**src/rtl/delay_arbiter_if.sv**
```systemverilog
// delay_arbiter_if: handshake bundle between the requesters, the arbiter and
// a single delay_gen timer.
//   req       requester level requests, one bit per requester
//   req_ms    packed per-requester delay values, requester i at [i*MS_W +: MS_W]
//   ack       one-hot one-cycle completion pulse to the served requester
//   grant_id  index of the current or most recent grantee
//   busy      a delay is in flight
//   delay_ms  latched delay value to delay_gen
//   delay_en  enable to delay_gen
//   delay_fin completion flag from delay_gen
// slave modport: arbiter side. master modport: requester/timer side.
interface delay_arbiter_if #(
  parameter int unsigned NUM_REQ = 4,
  parameter int unsigned MS_W    = 12,
  parameter int unsigned IDX_W   = 2
);
  logic [NUM_REQ-1:0]      req;
  logic [NUM_REQ*MS_W-1:0] req_ms;
  logic [NUM_REQ-1:0]      ack;
  logic [IDX_W-1:0]        grant_id;
  logic                    busy;
  logic [MS_W-1:0]         delay_ms;
  logic                    delay_en;
  logic                    delay_fin;

  modport slave (
    input  req, req_ms, delay_fin,
    output ack, grant_id, busy, delay_ms, delay_en
  );

  modport master (
    output req, req_ms, delay_fin,
    input  ack, grant_id, busy, delay_ms, delay_en
  );
endinterface

```
**src/rtl/delay_arbiter.sv**
```systemverilog
// delay_arbiter: shares one delay_gen millisecond timer between NUM_REQ
// requesters. Round-robin arbitration starting after the most recent grantee,
// latches the winner's delay value, drives delay_en until delay_fin or an
// abort (winner drops req), then spends one RELEASE cycle with delay_en low
// before returning to IDLE. A completion returns a one-cycle one-hot ack.
// Ports:
//   clk  system clock
//   rst  synchronous active-high reset
//   bus  delay_arbiter_if.slave (req, req_ms, delay_fin in;
//        ack, grant_id, busy, delay_ms, delay_en out), all outputs registered
module delay_arbiter #(
  parameter int unsigned NUM_REQ = 4,
  parameter int unsigned MS_W    = 12,
  parameter int unsigned IDX_W   = 2
) (
  input  logic                  clk,
  input  logic                  rst,
  delay_arbiter_if.slave        bus
);

  typedef enum logic [1:0] {
    IDLE    = 2'd0,
    RUN     = 2'd1,
    RELEASE = 2'd2
  } state_t;

  state_t             state_q, state_d;
  logic [NUM_REQ-1:0] ack_q, ack_d;
  logic [IDX_W-1:0]   grant_id_q, grant_id_d;
  logic [MS_W-1:0]    delay_ms_q, delay_ms_d;
  logic               delay_en_q, delay_en_d;
  logic               busy_q, busy_d;

  // round-robin winner search results
  logic               found;
  logic [IDX_W-1:0]   win_idx;
  logic [MS_W-1:0]    win_ms;

  // Scan starts one past the last grantee so the just-served index comes last.
  always_comb begin
    int unsigned cand;
    logic [IDX_W-1:0] cand_idx;
    cand     = 0;
    cand_idx = '0;
    found    = 1'b0;
    win_idx  = grant_id_q;
    win_ms   = '0;
    for (int unsigned off = 1; off <= NUM_REQ; off++) begin
      cand     = (32'(grant_id_q) + off) % NUM_REQ;
      cand_idx = IDX_W'(cand);
      if (!found && bus.req[cand_idx]) begin
        found   = 1'b1;
        win_idx = cand_idx;
        win_ms  = MS_W'(bus.req_ms >> (cand * MS_W));
      end
    end
  end

  always_comb begin
    state_d    = state_q;
    ack_d      = '0;
    grant_id_d = grant_id_q;
    delay_ms_d = delay_ms_q;
    delay_en_d = delay_en_q;
    busy_d     = busy_q;

    case (state_q)
      IDLE: begin
        delay_en_d = 1'b0;
        busy_d     = 1'b0;
        if (found) begin
          grant_id_d = win_idx;
          delay_ms_d = win_ms;
          delay_en_d = 1'b1;
          busy_d     = 1'b1;
          state_d    = RUN;
        end
      end

      RUN: begin
        // completion takes precedence over a simultaneous request drop
        if (bus.delay_fin) begin
          delay_en_d = 1'b0;
          ack_d      = NUM_REQ'(1) << grant_id_q;
          state_d    = RELEASE;
        end else if (!bus.req[grant_id_q]) begin
          delay_en_d = 1'b0;
          state_d    = RELEASE;
        end
      end

      RELEASE: begin
        delay_en_d = 1'b0;
        busy_d     = 1'b0;
        state_d    = IDLE;
      end

      default: begin
        delay_en_d = 1'b0;
        busy_d     = 1'b0;
        state_d    = IDLE;
      end
    endcase
  end

  always_ff @(posedge clk) begin
    if (rst) begin
      state_q    <= IDLE;
      ack_q      <= '0;
      grant_id_q <= IDX_W'(NUM_REQ - 1);
      delay_ms_q <= '0;
      delay_en_q <= 1'b0;
      busy_q     <= 1'b0;
    end else begin
      state_q    <= state_d;
      ack_q      <= ack_d;
      grant_id_q <= grant_id_d;
      delay_ms_q <= delay_ms_d;
      delay_en_q <= delay_en_d;
      busy_q     <= busy_d;
    end
  end

  assign bus.ack      = ack_q;
  assign bus.grant_id = grant_id_q;
  assign bus.delay_ms = delay_ms_q;
  assign bus.delay_en = delay_en_q;
  assign bus.busy     = busy_q;

endmodule
```
**src/flat_wrapper.sv**
```systemverilog
// flat-port wrapper written by rule: the top's interface ports become plain ports
module delay_arbiter_flat 
#(
  parameter int unsigned NUM_REQ = 4,
  parameter int unsigned MS_W    = 12,
  parameter int unsigned IDX_W   = 2
)
  (clk, rst, bus_req, bus_req_ms, bus_delay_fin, bus_ack, bus_grant_id, bus_busy, bus_delay_ms, bus_delay_en);
  delay_arbiter_if #(.NUM_REQ(NUM_REQ), .MS_W(MS_W), .IDX_W(IDX_W)) bus_i ();
  input  logic clk;
  input  logic rst;
  input wire logic [$bits(bus_i.req)-1:0] bus_req;
  input wire logic [$bits(bus_i.req_ms)-1:0] bus_req_ms;
  input wire logic [$bits(bus_i.delay_fin)-1:0] bus_delay_fin;
  output wire logic [$bits(bus_i.ack)-1:0] bus_ack;
  output wire logic [$bits(bus_i.grant_id)-1:0] bus_grant_id;
  output wire logic [$bits(bus_i.busy)-1:0] bus_busy;
  output wire logic [$bits(bus_i.delay_ms)-1:0] bus_delay_ms;
  output wire logic [$bits(bus_i.delay_en)-1:0] bus_delay_en;
  assign bus_i.req = bus_req;
  assign bus_i.req_ms = bus_req_ms;
  assign bus_i.delay_fin = bus_delay_fin;
  assign bus_ack = bus_i.ack;
  assign bus_grant_id = bus_i.grant_id;
  assign bus_busy = bus_i.busy;
  assign bus_delay_ms = bus_i.delay_ms;
  assign bus_delay_en = bus_i.delay_en;
  delay_arbiter #(.NUM_REQ(NUM_REQ), .MS_W(MS_W), .IDX_W(IDX_W)) u_core (.clk(clk), .rst(rst), .bus(bus_i));
endmodule
```
**config.mk**
```make
export PLATFORM = sky130hd
export DESIGN_NAME = delay_arbiter_flat
export DESIGN_NICKNAME = d
export VERILOG_FILES = /design/src/rtl/delay_arbiter_if.sv /design/src/rtl/delay_arbiter.sv /design/src/flat_wrapper.sv
export SDC_FILE = /design/constraint.sdc
export NUM_CORES = 1
export LEC_CHECK = 0
export CAP_MARGIN = 10
export CORE_UTILIZATION = 48
export CTS_CLUSTER_SIZE = 20
export DETAILED_ROUTE_END_ITERATION = 7
export PLACE_DENSITY = 0.82
export SLEW_MARGIN = 40
export SYNTH_ARGS = -nofsm -noshare
export SYNTH_HDL_FRONTEND = slang
export SYNTH_SLANG_ARGS = --single-unit
```
**constraint.sdc**
```tcl
create_clock -name clk -period 2.6 [get_ports clk]
set_clock_uncertainty 0.1 [all_clocks]
set_input_delay 0.78 -clock clk [delete_from_list [all_inputs] [get_ports clk]]
set_output_delay 0.78 -clock clk [all_outputs]
set_load 0.005 [all_outputs]
```
# == After elaboration in Yosys (flattened, before gate mapping) ==
# Cells that the tools add are included.
# totals
ff_bits,22
in_bits,55
# op_classes
add_sub_neg,4
n_mul,4
magnitude_cmp,5
n_eq_ne,3
n_shift,5
n_mux,31
bitwise,2
reduce_logical,12
# op_table
operator,count
right shift 48 x 32 -> 12 bit,4
two-way mux 12 bit,4
"multiplier 2 x 2 -> 4 bit, second input constant",4
"less-than comparator 2 x 3 -> 1 bit, second input constant",5
two-way mux 2 bit,7
two-way mux 1 bit,12
binary-select mux 1 bit (select 2 bit),5
"adder 2 x 1 -> 2 bit, second input constant",2
"adder 2 bit, second input constant",2
one-hot mux 1 bit (2 select lines),2
one-hot mux 2 bit (2 select lines),1
AND reduction 2 bit,2
nonzero test 4 bit,1
"<< shifter 1 x 2 -> 4 bit, first input constant",1
logical AND 1 bit,3
logical NOT 1 bit,3
"!= test 3 bit, second input constant",1
AND reduction 3 bit,1
OR reduction 3 bit,1
"== test 2 x 1 -> 1 bit, second input constant",1
logical NOT 2 bit,1
"!= test 2 x 1 -> 1 bit, second input constant",1
NOT 1 bit,2

# == Depth between registers and ports, before layout ==
# Gate-level depths: netlist of run 1.
# logic_depth
depth_word,15
mapped_depth,8
depth_no_buf,5

# == Least setup slack after synthesis of run 1 ==
# No wires, ideal clock.
# synth_timing
path_type,input port to flip-flop
startpoint,input bus_req[2]
endpoint,"register u_core.delay_ms_q[10], in the netlist u_core.bus.delay_ms[10]"
t_arrival_ps,2036
required_time_ps,2363
path_slack_ps,327
stages,7
n_path_buf,2
cell_sequence,clkbuf_2 -> or3b_1 -> a21oi_1 -> buf_2 -> a221oi_1 -> a32oi_1 -> a211oi_1
# synth_between
elab_chain_cells,13
word_cells_on_any_way,23
cone_classes,mux: 16; reduce/logical: 7
# synth_rtl
item,line_no,text
start: declaration,flat_wrapper.sv:12,input wire logic [$bits(bus_i.req)-1:0] bus_req;
binary-select mux 1 bit (select 2 bit),delay_arbiter.sv:51,if (!found && bus.req[cand_idx]) begin
two-way mux 1 bit (not written as such),delay_arbiter.sv:51,
two-way mux 1 bit,delay_arbiter.sv:51,
logical NOT 1 bit,delay_arbiter.sv:51,
logical AND 1 bit,delay_arbiter.sv:51,
two-way mux 1 bit,delay_arbiter.sv:51,
logical NOT 1 bit,delay_arbiter.sv:51,
logical AND 1 bit,delay_arbiter.sv:51,
two-way mux 1 bit,delay_arbiter.sv:51,
logical NOT 1 bit,delay_arbiter.sv:51,
logical AND 1 bit,delay_arbiter.sv:51,
two-way mux 1 bit,delay_arbiter.sv:51,
AND reduction 2 bit (no source line),n/a,
end signal: assignment,delay_arbiter.sv:118,delay_ms_q <= delay_ms_d;
end: declaration,delay_arbiter.sv:30,"logic [MS_W-1:0] delay_ms_q, delay_ms_d;"
# Several ways; a longest one is shown, not always the timed one. The select of a mux whose other input is x is not followed.
# A chain may end at the register's enable or synchronous reset.

# == Worst setup path after layout of run 1 ==
# layout_timing
startpoint,input bus_req[2]
endpoint,"register u_core.grant_id_q[1], in the netlist u_core.bus.grant_id[1]"
# layout_between
elab_chain_cells,13
word_cells_on_any_way,23
cone_classes,mux: 15; reduce/logical: 8
# layout_rtl
item,line_no,text
binary-select mux 1 bit (select 2 bit),delay_arbiter.sv:51,
two-way mux 1 bit (not written as such),delay_arbiter.sv:51,
two-way mux 1 bit,delay_arbiter.sv:51,
logical NOT 1 bit,delay_arbiter.sv:51,
logical AND 1 bit,delay_arbiter.sv:51,
two-way mux 1 bit,delay_arbiter.sv:51,
logical NOT 1 bit,delay_arbiter.sv:51,
logical AND 1 bit,delay_arbiter.sv:51,
two-way mux 1 bit,delay_arbiter.sv:51,
logical NOT 1 bit,delay_arbiter.sv:51,
logical AND 1 bit,delay_arbiter.sv:51,
nonzero test 4 bit (no source line) / two-way mux 1 bit (equally long branches),n/a,
AND reduction 3 bit (no source line),n/a,
end signal: assignment,delay_arbiter.sv:110,grant_id_q <= IDX_W'(NUM_REQ - 1);
end signal: assignment,delay_arbiter.sv:117,grant_id_q <= grant_id_d;
end: declaration,delay_arbiter.sv:29,"logic [IDX_W-1:0] grant_id_q, grant_id_d;"
# Several ways; a longest one is shown, not always the timed one. The select of a mux whose other input is x is not followed.

==> impl_summary.txt, run 1 <==
----------------------------------------------------
[Power]
  P_int ... 1.38 mW
  Power Dens Cells ... 708 nW/um2
  Leakage Power ... 1.35 nW
  Switching share of power ... 40.8%
  Sequential fraction of design power ... 21.4%
  Switching power ... 955 uW
  Total power after layout ... 2.34 mW
  Clock network fraction of design power ... 11.1%
  Combinational share of power ... 67.5%
  Highest ir drop seen on vdd ... 0.358 mV

[STA]
  Final setup fails ... 0
  Normalized max-slew margin ... 68.9%
  Aggregate negative setup slack ... 0 ns
  Post-layout min period ... 2.42 ns
  Final slew viol count ... 0
  Slack of the critical path ... 0.182 ns
  Setup repair after global routing missed its margin ... false
  Fin crit share ... 93.0%
  Worst-Margin Slew ... 0.467 ns
  Maximum frequency from static timing analysis ... 0.414 GHz
  Count of endpoints failing hold in the final timing report ... 0

[CTS]
  Latest clock arrival within the worst-skew pair ... 0.27 ns
  TritonCTS clock tree ... yes
  Clock net sink count ... 22
  # hold bufs at CTS ... 0
  H-tree levels ... 1
  Post-CTS Setup Bufs ... 0
  Root Buffer ... sky130_fd_sc_hd__clkbuf_8
  TritonCTS buffer count ... 3
  Longest Clk Path Bufs ... 2
  Clk slew on worst S/H paths ... 0.08 ns
  Resized cells post-CTS ... 0

[Floorplanning]
  Die Wd ... 72.4 um
  Effective utilization at floorplan ... 50.1%
  Number of rows created at floorplan ... 25
  Height of the chip ... 72.4 um
  Floorplan die area ... 5240 um2
  Standard cell core area ... 4750 um2
  Number of primary I/O pins ... 75

[Finish]
  Area of the multi-input gates ... 1780 um2
  Fin area ... 3310 um2
  Commonest non-fill, non-tap cell in the layout ... sky130_fd_sc_hd__clkdlybuf4s50_1
  Fin nets ... 408
  Final cell count without fillers ... 419
  Filler cells ... 399
  FF+latch area ... 442 um2
  Final antenna diode count ... 0
  Area Overhead vs Synth ... 38.9%
  Fraction of layout instances using a drive strength above 1 ... 20.7%
  Most frequent cells in the layout ... sky130_fd_sc_hd__clkdlybuf4s50_1, sky130_fd_sc_hd__mux2i_1, sky130_fd_sc_hd__mux2_2, sky130_fd_sc_hd__buf_4, sky130_fd_sc_hd__a211oi_1

[Worst hold path]
  Worst hold path startpoint ... u_core.bus.delay_en$_SDFFE_PP0P_
  Type of the tightest min-delay check ... reg -> reg

[Place]
  # port buffers ... 74
  Routability congestion estimate ... 0.838
  Total half-perimeter wirelength after legalization and detailed placement ... 4840 um
  Placed Area ... 3240 um2
  Number of placed instances with taps included ... 415
  Pre-CTS setup slack ... -0.190 ns

[Critical path]
  Crit path launch type ... input port
  Data required time of the critical path ... 2.67 ns
  Top delay family on crit path ... compound AO/OA/AOI/OAI gates
  Critical Path Max Stage Delay ... 0.51 ns
  Worst reg2reg startpoint ... u_core.bus.grant_id[0]$_SDFFE_PP1P_
  Critical-path maximum fanout ... 4
  Crit path kind ... in -> reg
  Buffers & Inverters on Critical Path ... 2
  Ordered cell list for the critical path ... clkdlybuf4s50_1 -> buf_4 -> mux2i_1 -> mux2_2 -> a21oi_1 -> o21ai_0 -> a211o_1
  Kind of end point of the critical path ... flop
  Standard cell with the maximum stage delay on the critical path ... sky130_fd_sc_hd__clkdlybuf4s50_1
  Crit path arrival time ... 2.48 ns
  Worst setup path start ... bus_req[2]

[Drt]
  TritonRoute pass-1 iters ... 4
  DRC violations left ... 0
  Final routed wirelength across all metal layers ... 6660 um
  First DRT Iteration DRCs ... 161
  Detailed-route via count ... 2519
  Post-DR wirelength/cell ... 15.9 um
  Number of routed nets with antenna violations ... 0
  Detail-routed via count per cell ... 6.01

[GRT]
  Wire length of the first global-routing pass ... 10900 um
  Number of antenna violations at the first check in global routing ... 0
  Vias in the first global route ... 2425
  Largest net degree at the start of global routing ... 40
  Total routing usage reported by global routing ... 26.0%
  Overflow left after global routing ... 0

[Job]
  Maximum capacitance violations ... 0

[Run status]
  Outcome ... finished clean

[Logic synthesis]
  Sequential cell area fraction in the yosys report ... 18.5%
  Syn. warnings ... 0
  Cell area after synthesis ... 2380 um2
  Instance count of the mapped netlist ... 279
  Post-synth cell types ... 36
  Mapped Nets ... 334
  FF+latch count, synth ... 22
  Synthesized area per cell ... 8.53 um2

----------------------------------------------------
-- layout make-up --
cell class	instances	area share, %
clock buffer	4	1.67
inverter	2	0.227
multi-input combinational	226	53.9
sequential	22	13.4
tap	67	2.54
timing repair buffer	98	28.3
-- worst register-to-register path: stages (launching register included) --
cell and delay, ns:
sky130_fd_sc_hd__dfxtp_2 0.50, sky130_fd_sc_hd__buf_4 0.37, sky130_fd_sc_hd__mux2_2 0.40, sky130_fd_sc_hd__a211oi_1 0.23, sky130_fd_sc_hd__a221oi_1 0.09, sky130_fd_sc_hd__a32oi_1 0.17
sky130_fd_sc_hd__a211oi_1 0.09
-- registers in the layout (all words and copies together), names as in the netlist --
register / cells
u_core.bus.delay_ms: 12
u_core.bus.ack: 4
u_core.bus.grant_id: 2
u_core.state_q: 2
u_core.bus.busy: 1
u_core.bus.delay_en: 1
-- power by group through the flow --
stage | logic (mW) | registers [mW] | clock network, mW
floorplan | 1.11 | 0.477 | 0
global placement | 1.52 | 0.502 | 0
detailed placement | 1.56 | 0.506 | 0
CTS | 1.57 | 0.498 | 0.255
global route | 1.72 | 0.508 | 0.267
finish | 1.58 | 0.501 | 0.259
-- cell families (layout without fill, tap and decap cells) --
kind of cell	count (synthesis)	count (layout)	share of synthesized area [%]
AOI/OAI and AO/OA	73	73	22.8
muxes	79	79	35.8
buffers and inverters	31	104	6.94
DFF	22	22	18.5
and+or+nand+nor	74	74	16.0
-- through the flow --
| stage | utilization (%) | hold slack, ns |
|---|---|---|
| after detailed placement | 68.2 | 0.381 |
| after floorplan | - | 0.363 |
| final | 69.5 | 0.385 |
| after global placement | 68.2 | 0.363 |
| after global routing | 69.5 | 0.419 |
| after CTS | 69.3 | 0.392 |
-- Yosys cell counts --
| library cell | instances | area [um2] |
|---|---|---|
| sky130_fd_sc_hd__a211oi_1 | 22 | 165 |
| sky130_fd_sc_hd__buf_2 | 8 | 40.0 |
| sky130_fd_sc_hd__o21bai_1 | 1 | 7.51 |
| sky130_fd_sc_hd__a211o_1 | 2 | 17.5 |
| sky130_fd_sc_hd__o32ai_2 | 1 | 16.3 |
| sky130_fd_sc_hd__mux4_2 | 1 | 22.5 |
| sky130_fd_sc_hd__mux2i_1 | 40 | 400 |
| sky130_fd_sc_hd__nand4b_1 | 1 | 8.76 |
| sky130_fd_sc_hd__nand3_1 | 5 | 25.0 |
| sky130_fd_sc_hd__o2111a_1 | 1 | 11.3 |
| sky130_fd_sc_hd__dfxtp_1 | 22 | 440 |
| sky130_fd_sc_hd__inv_1 | 2 | 7.51 |
| sky130_fd_sc_hd__nor3b_1 | 2 | 15.0 |
| sky130_fd_sc_hd__buf_6 | 3 | 33.8 |
| sky130_fd_sc_hd__nand2_1 | 18 | 67.6 |
| sky130_fd_sc_hd__buf_4 | 4 | 30.0 |
| sky130_fd_sc_hd__nand3b_1 | 4 | 30.0 |
| sky130_fd_sc_hd__or3b_1 | 3 | 26.3 |
| sky130_fd_sc_hd__and3_1 | 1 | 6.26 |
| sky130_fd_sc_hd__nand2b_1 | 12 | 75.1 |
| sky130_fd_sc_hd__nand3_2 | 1 | 10.0 |
| sky130_fd_sc_hd__a22oi_1 | 1 | 7.51 |
| sky130_fd_sc_hd__clkbuf_2 | 1 | 5.00 |
| sky130_fd_sc_hd__o21ai_0 | 17 | 85.1 |
| sky130_fd_sc_hd__mux2_2 | 38 | 428 |
| sky130_fd_sc_hd__a221oi_1 | 11 | 96.3 |
| sky130_fd_sc_hd__and2_1 | 1 | 6.26 |
| sky130_fd_sc_hd__or2_2 | 2 | 12.5 |
| sky130_fd_sc_hd__buf_1 | 1 | 3.75 |
| sky130_fd_sc_hd__a21oi_1 | 5 | 25.0 |
| sky130_fd_sc_hd__nor2b_1 | 2 | 12.5 |
| sky130_fd_sc_hd__a311oi_2 | 1 | 15.0 |
| sky130_fd_sc_hd__nor2_1 | 21 | 78.8 |
| sky130_fd_sc_hd__a32oi_1 | 11 | 96.3 |
| sky130_fd_sc_hd__clkbuf_1 | 12 | 45.0 |
| sky130_fd_sc_hd__nor4_1 | 1 | 6.26 |
-- routing by layer --
layer  GRT usage (%)  vias up  share of wire, %
li1                -     1220                 -
met2            45.9       90                50
met5               0        -                 0
met1            32.6     1198                43
met4            9.80        0               1.3
met3            2.50       11               5.1
-- path summary, 6_finish.rpt --
kind              cells past startpoint                                   to  slack (ns)
hold / removal                        2     u_core.bus.delay_en$_SDFFE_PP0P_        0.39
hold reg to reg                       2     u_core.bus.delay_en$_SDFFE_PP0P_        0.39
setup reg to reg                      6  u_core.bus.delay_ms[8]$_SDFFE_PP0P_        0.55
setup / recovery                      7  u_core.bus.grant_id[1]$_SDFFE_PP1P_        0.18
No activity file was read; power rests on OpenSTA's default activity.
==> run 2, diff against run 1 <==
- CORE_UTILIZATION: 48 -> 40
- PLACE_DENSITY: 0.82 -> 0.7
- SLEW_MARGIN: 40 -> 20
==> run 2 against run 1 <==
  * Register-to-register slack lost 0.19 ns
  * Clock-buffer cell count is the same
  * Clock power is essentially flat
  * Largest cell class unchanged
==> impl_summary.txt, run 2 (synthesis gave the netlist of run 1 again) <==
----------------------------------------------------
[Critical path]
  Standard cell with the maximum stage delay on the critical path ... sky130_fd_sc_hd__clkdlybuf4s50_1
  Data required time of the critical path ... 2.69 ns
  Worst reg2reg startpoint ... u_core.bus.grant_id[0]$_SDFFE_PP1P_
  Crit path launch type ... input port
  Number of cells traversed by the worst register-to-register path ... 6
  End of the worst register-to-register path ... u_core.bus.delay_ms[8]$_SDFFE_PP0P_
  Kind of end point of the critical path ... flop
  Top delay family on crit path ... simple AND/OR/NAND/NOR gates
  Critical-path maximum fanout ... 12
  Crit path kind ... in -> reg
  Setup slack on the worst flop-to-flop path ... 0.36 ns
  Crit path arrival time ... 2.58 ns
  Critical Path Max Stage Delay ... 0.52 ns
  Ordered cell list for the critical path ... clkdlybuf4s50_1 -> or3b_1 -> a211o_1 -> nand3_4 -> nand3_1 -> a311oi_2
  Buffers & Inverters on Critical Path ... 1

[STA]
  Worst hold-check slack ... 0.380 ns
  Post-layout min period ... 2.50 ns
  Final setup fails ... 0
  Fin crit share ... 96.1%
  Final slew viol count ... 0
  Maximum frequency from static timing analysis ... 0.400 GHz
  Aggregate negative setup slack ... 0 ns
  Setup repair after global routing missed its margin ... false
  Worst-Margin Slew ... 0.486 ns
  Slack of the critical path ... 0.101 ns
  Count of endpoints failing hold in the final timing report ... 0
  Normalized max-slew margin ... 67.6%

[Power]
  Highest ir drop seen on vdd ... 0.329 mV
  Leakage Power ... 1.36 nW
  Power Dens Cells ... 705 nW/um2

[Finish]
  Fin area ... 3320 um2
  Most frequent cells in the layout ... sky130_fd_sc_hd__clkdlybuf4s50_1, sky130_fd_sc_hd__mux2i_1, sky130_fd_sc_hd__mux2_2, sky130_fd_sc_hd__buf_4, sky130_fd_sc_hd__a211oi_1
  Final cell count without fillers ... 424
  Commonest non-fill, non-tap cell in the layout ... sky130_fd_sc_hd__clkdlybuf4s50_1
  Area Overhead vs Synth ... 39.5%
  Final antenna diode count ... 0
  Number of flip-flops under the largest register name ... 12
  Fin nets ... 408
  Fraction of layout instances using a drive strength above 1 ... 21.3%

[CTS]
  TritonCTS clock tree ... yes
  # hold bufs at CTS ... 0
  Resized cells post-CTS ... 0
  Longest Clk Path Bufs ... 2
  Root Buffer ... sky130_fd_sc_hd__clkbuf_8
  Latest clock arrival within the worst-skew pair ... 0.27 ns
  Clock net sink count ... 22
  H-tree levels ... 1
  TritonCTS buffer count ... 3
  Clk slew on worst S/H paths ... 0.09 ns
  Post-CTS Setup Bufs ... 0

[GRT]
  Met1 track demand over resource in global routing ... 28.7%
  Overflow left after global routing ... 0
  Total routing usage reported by global routing ... 21.7%
  Global routing met3 resource utilization ... 3.79%
  Vias in the first global route ... 2380
  Met2 Usage GRT ... 36.6%
  Global routing's busiest layer ... met2
  Largest net degree at the start of global routing ... 40
  Wire length of the first global-routing pass ... 11000 um
  Number of antenna violations at the first check in global routing ... 0

[Drt]
  Detailed-route via count ... 2493
  Post-DR wirelength/cell ... 15.8 um
  Detail-routed via count per cell ... 5.88
  First DRT Iteration DRCs ... 176
  Number of routed nets with antenna violations ... 0
  Final routed wirelength across all metal layers ... 6690 um
  TritonRoute pass-1 iters ... 4
  DRC violations left ... 0

[Floorplanning]
  Number of rows created at floorplan ... 27
  Standard cell core area ... 5610 um2
  Effective utilization at floorplan ... 42.4%
  Number of primary I/O pins ... 75
  Height of the chip ... 79.1 um
  Floorplan die area ... 6260 um2
  Die Wd ... 79.1 um

[Place]
  Total half-perimeter wirelength after legalization and detailed placement ... 4880 um
  Placed Area ... 3250 um2
  Routability congestion estimate ... 0.855
  Number of placed instances with taps included ... 420
  # port buffers ... 74
  Pre-CTS setup slack ... -0.239 ns

[Worst hold path]
  Worst Hold Endpoint ... u_core.bus.delay_en$_SDFFE_PP0P_
  Worst hold path startpoint ... u_core.bus.delay_en$_SDFFE_PP0P_
  Type of the tightest min-delay check ... reg -> reg
  Number of cells traversed by the worst hold path ... 2

[Run status]
  Outcome ... finished clean

[Job]
  Maximum capacitance violations ... 0

----------------------------------------------------
[run 2: worst register-to-register path: cells and delay by family (launching register included)]
family | cells | cell delay (ns)
AO/OA/AOI/OAI | 4 | 0.57
buffers and inverters | 1 | 0.43
flip-flops | 1 | 0.63
multiplexers | 1 | 0.41
[run 2: cell type report]
class | count | area, um2
Clock buffer | 4 | 55.1
Fill cell | 533 | 2290
Inverter | 2 | 7.51
Multi-Input combinational cell | 226 | 1790
Sequential cell | 22 | 443
Tap cell | 72 | 90.1
Timing Repair Buffer | 98 | 938
[run 2: how the worst max path moves through the flow]
| stage | start | endpoint | slack, ns | cells past startpoint |
|---|---|---|---|---|
| 2_1_floorplan | bus_req[2] | u_core.bus.delay_ms[10]$_SDFFE_PP0P_ | 0.33 | 7 |
| 3_3_place_gp | bus_req[0] | u_core.bus.delay_ms[11]$_SDFFE_PP0P_ | -0.17 | 7 |
| 3_5_place_dp | bus_req[3] | u_core.bus.delay_ms[0]$_SDFFE_PP0P_ | -0.24 | 6 |
| 4_1_cts | bus_req[3] | u_core.bus.delay_ms[0]$_SDFFE_PP0P_ | 0.03 | 6 |
| 5_1_grt | bus_req[3] | u_core.bus.delay_ms[0]$_SDFFE_PP0P_ | 0.001 | 7 |
| 6_report | bus_req[3] | u_core.bus.delay_ms[0]$_SDFFE_PP0P_ | 0.10 | 6 |
[run 2: power by group]
group	leakage, nW	switching, mW	internal (mW)
sequential	0.182	0.0939	0.421
combinational	1.15	0.736	0.829
clock	0.0288	0.126	0.135
[run 2: metrics by stage]
step | power (mW) | util [%]
final | 2.34 | 59.2
after detailed placement | 2.07 | 57.9
after floorplan | 1.58 | -
after global placement | 2.04 | 57.9
after global routing | 2.51 | 59.2
after CTS | 2.33 | 58.9
[run 2: routing by layer]
metal	vias up	part of all wire (%)
met5	-	0
met4	0	0.94
met3	8	8.2
met2	104	47
met1	1169	44
li1	1212	-
